==> config.mk <==
export PLATFORM = sky130hd
export DESIGN_NAME = issue_scoreboard
export DESIGN_NICKNAME = d
export VERILOG_FILES = /design/src/rtl/datapath_pkg.sv /design/src/rtl/rob_id_ring.sv /design/src/rtl/issue_scoreboard.sv
export SDC_FILE = /design/constraint.sdc
export NUM_CORES = 1
export LEC_CHECK = 0
export ABC_AREA = 1
export BUFFER_PORTS_ARGS = -buffer_cell sky130_fd_sc_hd__buf_2
export CAP_MARGIN = 40
export CORE_UTILIZATION = 59
export DETAILED_ROUTE_END_ITERATION = 8
export GPL_TIMING_DRIVEN = 0
export MAX_ROUTING_LAYER = met4
export PLACE_DENSITY = 0.8
export SLEW_MARGIN = 20
export SYNTH_ARGS = -nofsm -noshare
export SYNTH_HDL_FRONTEND = slang
export SYNTH_SLANG_ARGS = --single-unit
==> constraint.sdc <==
create_clock -name clk -period 3.2 [get_ports clk]
set_clock_uncertainty 0.05 [all_clocks]
set_input_delay 0.64 -clock clk [delete_from_list [all_inputs] [get_ports clk]]
set_output_delay 0.64 -clock clk [all_outputs]
set_load 0.005 [all_outputs]
==> src/rtl/datapath_pkg.sv <==
`default_nettype none
// ============================================================================
//  Package  : datapath_pkg
//  Purpose  : Shared sizes and index types for the DM-to-execute issue path.
//  Revision : 1.0  initial release
// ============================================================================
package datapath_pkg;

   localparam int REG_ADDRESS_SIZE = 5;
   localparam int ID_SIZE          = 2;
   localparam int DEPTH            = 2**ID_SIZE;
   localparam int NUM_REGS         = 2**REG_ADDRESS_SIZE;

   typedef logic [ID_SIZE-1:0]          rob_id_t;
   typedef logic [REG_ADDRESS_SIZE-1:0] reg_idx_t;
   typedef logic [ID_SIZE:0]            rob_cnt_t;

endpackage
`default_nettype wire

==> src/rtl/rob_id_ring.sv <==
`default_nettype none
// ============================================================================
//  Module   : rob_id_ring
//  Purpose  : Circular ROB id allocator. Hands out ids at the tail, retires
//             them in order at the head, and flags out-of-order or empty
//             commits with a sticky error bit.
//  Revision : 1.0  initial release
// ============================================================================
module rob_id_ring
   import datapath_pkg::*;
(
   input  logic     clk,
   input  logic     reset,
   input  logic     grant,
   input  logic     cmt_valid,
   input  rob_id_t  cmt_id,
   input  logic     flush,
   output rob_id_t  tail,
   output rob_cnt_t count,
   output logic     full,
   output logic     cmt_ok,
   output logic     cmt_error
);

   localparam rob_id_t  c_id_one  = 1;
   localparam rob_cnt_t c_cnt_one = 1;
   localparam rob_cnt_t c_depth   = rob_cnt_t'(DEPTH);

   rob_id_t  r_head;
   rob_id_t  r_tail;
   rob_cnt_t r_count;
   logic     r_cmt_error;
   logic     w_cmt_ok;
   rob_id_t  w_head_next;

   // A commit is honoured only when it retires the oldest live entry.
   assign w_cmt_ok    = cmt_valid & (cmt_id == r_head) & (r_count != '0);
   assign w_head_next = w_cmt_ok ? (r_head + c_id_one) : r_head;

   assign tail      = r_tail;
   assign count     = r_count;
   assign full      = (r_count == c_depth);
   assign cmt_ok    = w_cmt_ok;
   assign cmt_error = r_cmt_error;

   // Head/tail/count update; flush collapses the window onto the (new) head.
   always_ff @(posedge clk or negedge reset) begin
      if (!reset) begin
         r_head      <= '0;
         r_tail      <= '0;
         r_count     <= '0;
         r_cmt_error <= 1'b0;
      end else begin
         if (cmt_valid && !w_cmt_ok)
            r_cmt_error <= 1'b1;
         r_head <= w_head_next;
         if (flush) begin
            r_tail  <= w_head_next;
            r_count <= '0;
         end else begin
            if (grant)
               r_tail <= r_tail + c_id_one;
            case ({grant, w_cmt_ok})
               2'b10:   r_count <= r_count + c_cnt_one;
               2'b01:   r_count <= r_count - c_cnt_one;
               default: r_count <= r_count;
            endcase
         end
      end
   end

endmodule
`default_nettype wire

==> src/rtl/issue_scoreboard.sv <==
`default_nettype none
// ============================================================================
//  Module   : issue_scoreboard
//  Purpose  : In-order issue controller. Tracks busy destination registers,
//             stalls DM on RAW/WAW hazards or a full ROB window, releases
//             registers on commit and discards everything on flush.
//  Revision : 1.0  initial release
// ============================================================================
module issue_scoreboard
   import datapath_pkg::*;
(
   input  logic     clk,
   input  logic     reset,
   input  logic     iss_valid,
   input  reg_idx_t iss_src1,
   input  reg_idx_t iss_src2,
   input  logic     iss_use_src2,
   input  reg_idx_t iss_dest,
   input  logic     iss_w,
   output logic     iss_stall,
   output logic     iss_grant,
   output rob_id_t  iss_id,
   input  logic     cmt_valid,
   input  rob_id_t  cmt_id,
   input  reg_idx_t cmt_dest,
   input  logic     cmt_w,
   input  logic     flush,
   output rob_cnt_t inflight,
   output logic     cmt_error
);

   logic [NUM_REGS-1:0] r_busy;
   rob_id_t             r_owner [NUM_REGS];

   rob_id_t  w_tail;
   rob_cnt_t w_count;
   logic     w_full;
   logic     w_cmt_ok;
   logic     w_hazard;
   logic     w_set;
   logic     w_clr;

   rob_id_ring u_ring (
      .clk       (clk),
      .reset     (reset),
      .grant     (iss_grant),
      .cmt_valid (cmt_valid),
      .cmt_id    (cmt_id),
      .flush     (flush),
      .tail      (w_tail),
      .count     (w_count),
      .full      (w_full),
      .cmt_ok    (w_cmt_ok),
      .cmt_error (cmt_error)
   );

   // r0 is never marked busy, so reads of r0 can never raise a hazard here.
   assign w_hazard  = r_busy[iss_src1]
                    | (iss_use_src2 & r_busy[iss_src2])
                    | (iss_w & r_busy[iss_dest])
                    | w_full
                    | flush;
   // Gated by reset so both handshake outputs read 0 while reset is held.
   assign iss_stall = reset & iss_valid & w_hazard;
   assign iss_grant = reset & iss_valid & ~w_hazard;
   assign iss_id    = w_tail;
   assign inflight  = w_count;

   assign w_set = iss_grant & iss_w & (iss_dest != '0);
   // Only the current owner may release a register; older writers are stale.
   assign w_clr = w_cmt_ok & cmt_w & r_busy[cmt_dest] & (r_owner[cmt_dest] == cmt_id);

   // Busy/owner table: clear on commit first so a same-cycle issue set wins.
   always_ff @(posedge clk or negedge reset) begin
      if (!reset) begin
         r_busy <= '0;
         for (int i = 0; i < NUM_REGS; i++)
            r_owner[i] <= '0;
      end else if (flush) begin
         r_busy <= '0;
      end else begin
         if (w_clr)
            r_busy[cmt_dest] <= 1'b0;
         if (w_set) begin
            r_busy[iss_dest]  <= 1'b1;
            r_owner[iss_dest] <= w_tail;
         end
      end
   end

endmodule
`default_nettype wire

==> reports/results.tsv <==
stage	metric	value	unit
run_status	run_status	complete, no violations	
sta	final.setup.worst_slack	89.0	ps
synth	async_flop_share	100	%
hold_path	hold_path_class	in -> async	
clocking	clockRootBuffer	clkbuf_8	
synth	synth_seq_cells	104	
layout	filler_cell_count	994	
clocking	tritoncts_sinks	104	
placed_design	post-place-cells	1166	
layout	instances_no_fill	1185	
layout	stdcell_area	7200	um2
worst_setup_path	rr_worst_depth	21	
worst_setup_path	path_max_fanout	10	
routing	drt.antenna.violating_nets	0	
clocking	clock_path_buffers	2	
worst_setup_path	cp-start-kind	primary input	
clocking	clk-insertion-delay-late	400	ps
clocking	cts_tree	yes	
routing	wl	20400	um
die	initial_utilization	60.7	%
worst_setup_path	critPathRequiredTime	2510	ps
synth	synth.top_cells.by_area	dfrtp_1, nand2_1, nand3_1	
routing	via_count	6878	
synth	yosys_warnings	0	
global_route	grt_max_degree	74	
sta	slew_viol_final	0	
global_route	antenna_found_initial	0	
layout	area.sequential	2600	um2
global_route	global_route.overflow_total	0	
sta	f_max	321	MHz
synth	synth_top_area_cell	dfrtp_1	
sta	setup_viol_count_final	0	
die	fp.dieW	108	um
worst_setup_path	kind_of_cell_with_the_highest_combined_delay_on_the_critical_path	simple AND/OR/NAND/NOR gates	
placed_design	gp_congestion	1.01	
sta	finalHoldViolCount	0	
sta	grt_setup_unrepaired	yes	
worst_setup_path	timing.critical_path.buf_inv	5	
layout	areaGrowthSynthToFinish	9.39	%
die	core_area	10800	um2
clocking	cts.hold.buffers_added	0	
sta	pin_slew_with_the_least_headroom_to_its_limit	875	ps
layout	final_nets	1071	
routing	drc_marker_count_from_the_first_detailed_route_iteration	730	
layout	antenna_cells	0	
synth	distinct_cells_synth	35	
worst_setup_path	cp_slowest_cell	nor3_4	
synth	synthesized_area_per_cell	6.67	um2
routing	via_per_inst	5.80	
sta	fin_crit	3110	ps
sta	setup_tns	0	ps
die	placement_rows	38	
placed_design	dp_hpwl	15300	um
routing	drt-wirelength-per-cell	17.2	um
placed_design	buffer_ports.inserted	33	
synth	synth_edf_count	0	
synth	post_synth_most_frequent_cells	nand2_1, nand3_1, dfrtp_1, nor2_1, inv_1	
sta	timing.slew.headroom	41.2	%
pwr	power_per_cell_area	379	nW/um2
worst_setup_path	critical_path.max_stage_delay	240	ps
clocking	tritoncts.num_buffers	9	
synth	postSynthNetCount	1019	
worst_setup_path	kind_of_critical_path	in -> out	
layout	drive_gt1_share	9.67	%
placed_design	pre_cts_slack	-271	ps
synth	synthDominantCellAreaShare	39.5	%
synth	synth_cells	988	
worst_setup_path	reg2reg_slack	370	ps
synth	yosys.cell_count.top_type	nand2_1	
die	io_pins	38	
synth	synth_seq_area_share	39.5	%
worst_setup_path	regToRegEndpoint	u_ring.count[2]	
worst_setup_path	r2r_start	r_busy[12]	
global_route	grt_util_all_layers	38.2	%
clocking	ctsHtreeMaxLevel	3	
worst_setup_path	worstSetupEndpointType	output pin	
pwr	static-leakage-power	3.44	nW
synth	most_common_flop_cell_mapped_by_yosys	dfrtp_1	
worst_setup_path	worst-endpoint-arrival	2420	ps
layout	multiInputGateArea	3460	um2
routing	firstDrtPassIters	7	
synth	syn_area	6590	um2
clocking	cts.clk_slew.worst_paths	100	ps
global_route	vias_in_the_first_global_route	6373	
placed_design	placed_area	6980	um2
global_route	grt_first_pass_wirelength	32200	um
worst_setup_path	worst_path_most_repeated_cell	nand2_1	
routing	drc_errors	0	
die	die_height	108	um
pwr	power.ir.vdd_worst	0.435	mV
flow_run	maxCapViolations	0	
sta	final.period_utilization	97.2	%
die	overall_die_area	11600	um2
worst_setup_path	crit_path_cells	buf_4 -> inv_2 -> buf_2 -> nand2_1 -> nand3_1 -> nand3_1 -> nand2_1 -> nand2_1 -> nand3b_1 -> nand3_1 -> nand2_1 -> nor3_4 -> buf_6 -> buf_2	
[cell usage in the layout (no fill, tap or decap), types with 2 or more instances in the layout]
cell type and count:
xnor2_1 2, nor2_1 103, clkinv_2 2, nor2_4 3, buf_6 4, o21ai_0 60
buf_2 53, or2_2 5, nand2_1 334, inv_6 4, nand3_1 116, nor3_1 18
clkbuf_8 9, nand4_1 10, dfrtp_1 104, a21oi_1 19, buf_4 3, o22ai_1 16
clkbuf_1 21, a22oi_1 32, inv_1 78, o211ai_1 2, nor2_2 4, o21ai_1 17
clkbuf_2 3, nand3b_1 3, inv_2 5
[layer usage]
metal,track usage (%),part of all wire (%),up-vias
met3,7.75,8.4,70
met2,58.8,46,334
li1,-,-,3328
met4,17.9,4.1,0
met1,48.6,41,3146
met5,-,0,-
[report_power, final]
part           leakage, nW  switching [mW]  internal, mW
sequential            1.44          0.0263          1.35
combinational         1.89           0.376         0.127
clock                0.105           0.481         0.370
[through the flow]
stage               util, %  total power [mW]  hold WS [ps]
CTS                    66.3              2.72          73.7
detailed placement     64.4              1.89           394
global route           66.4              2.83          83.4
floorplan                 -              1.69           294
global placement       63.9              1.88           385
finish                 66.4              2.73          65.7
[worst max path at each step]
stage / slack, ps / start / to / cells past startpoint
3_5_place_dp: -270 / iss_dest[0] / u_ring.count[2] / 23
6_report: 90 / iss_src2[0] / iss_grant / 14
5_1_grt: -40 / iss_dest[0] / u_ring.count[2] / 24
4_1_cts: 2 / iss_dest[4] / iss_stall / 12
2_1_floorplan: 410 / iss_src1[0] / u_ring.count[2] / 21
3_3_place_gp: -1240 / reset / iss_grant / 5
[worst register-to-register path, stage by stage, from the launching register on]
cell and delay, ps:
dfrtp_1 400, inv_1 140, o21ai_0 90, nand2_1 70, nand2_1 60, nand2_1 60, nand2_1 50, nor2_1 170
nand2_1 90, nand2_1 60, nand2_1 90, nor2_1 190, nand3_2 130, nand2_1 140, inv_1 70, fa_1 380
xnor2_1 210, inv_1 80, nand2_1 70, nand2_1 50, nand2_1 60, nand2_1 50
[kinds of logic (layout without fill, tap and decap cells)]
logic type | Yosys count | after routing | synth area share (%)
simple gates | 602 | 602 | 38.6
fa+ha+maj | 1 | 1 | 0.304
xor+xnor | 3 | 3 | 0.399
compound gates | 150 | 150 | 13.2
flops | 104 | 104 | 39.5
buf+inv | 128 | 185 | 8.06
[cell type report]
class	count	share of cell area [%]
clock buffer	9	1.72
sequential	104	36.1
inverter	84	4.38
timing repair buffer	41	3.28
multi-input combinational	756	48.0
buffer	44	3.02
clock inverter	7	1.04
tap	140	2.43
[registers in the layout (all words and copies together) (netlist names)]
name,flops
r_owner,64
u_ring.r_head,2
u_ring.count,3
u_ring.cmt_error,1
u_ring.tail,2
r_busy,32
[timing repair]
| item | in CTS | in global routing |
|---|---|---|
| pin swaps | 1 | 0 |
| setup buffers | 1 | 0 |
| hold endpoints to repair | 0 | 0 |
| setup endpoints to repair | 2 | 33 |
| resized for setup | 0 | 6 |
(Power assumes the default switching activity.)
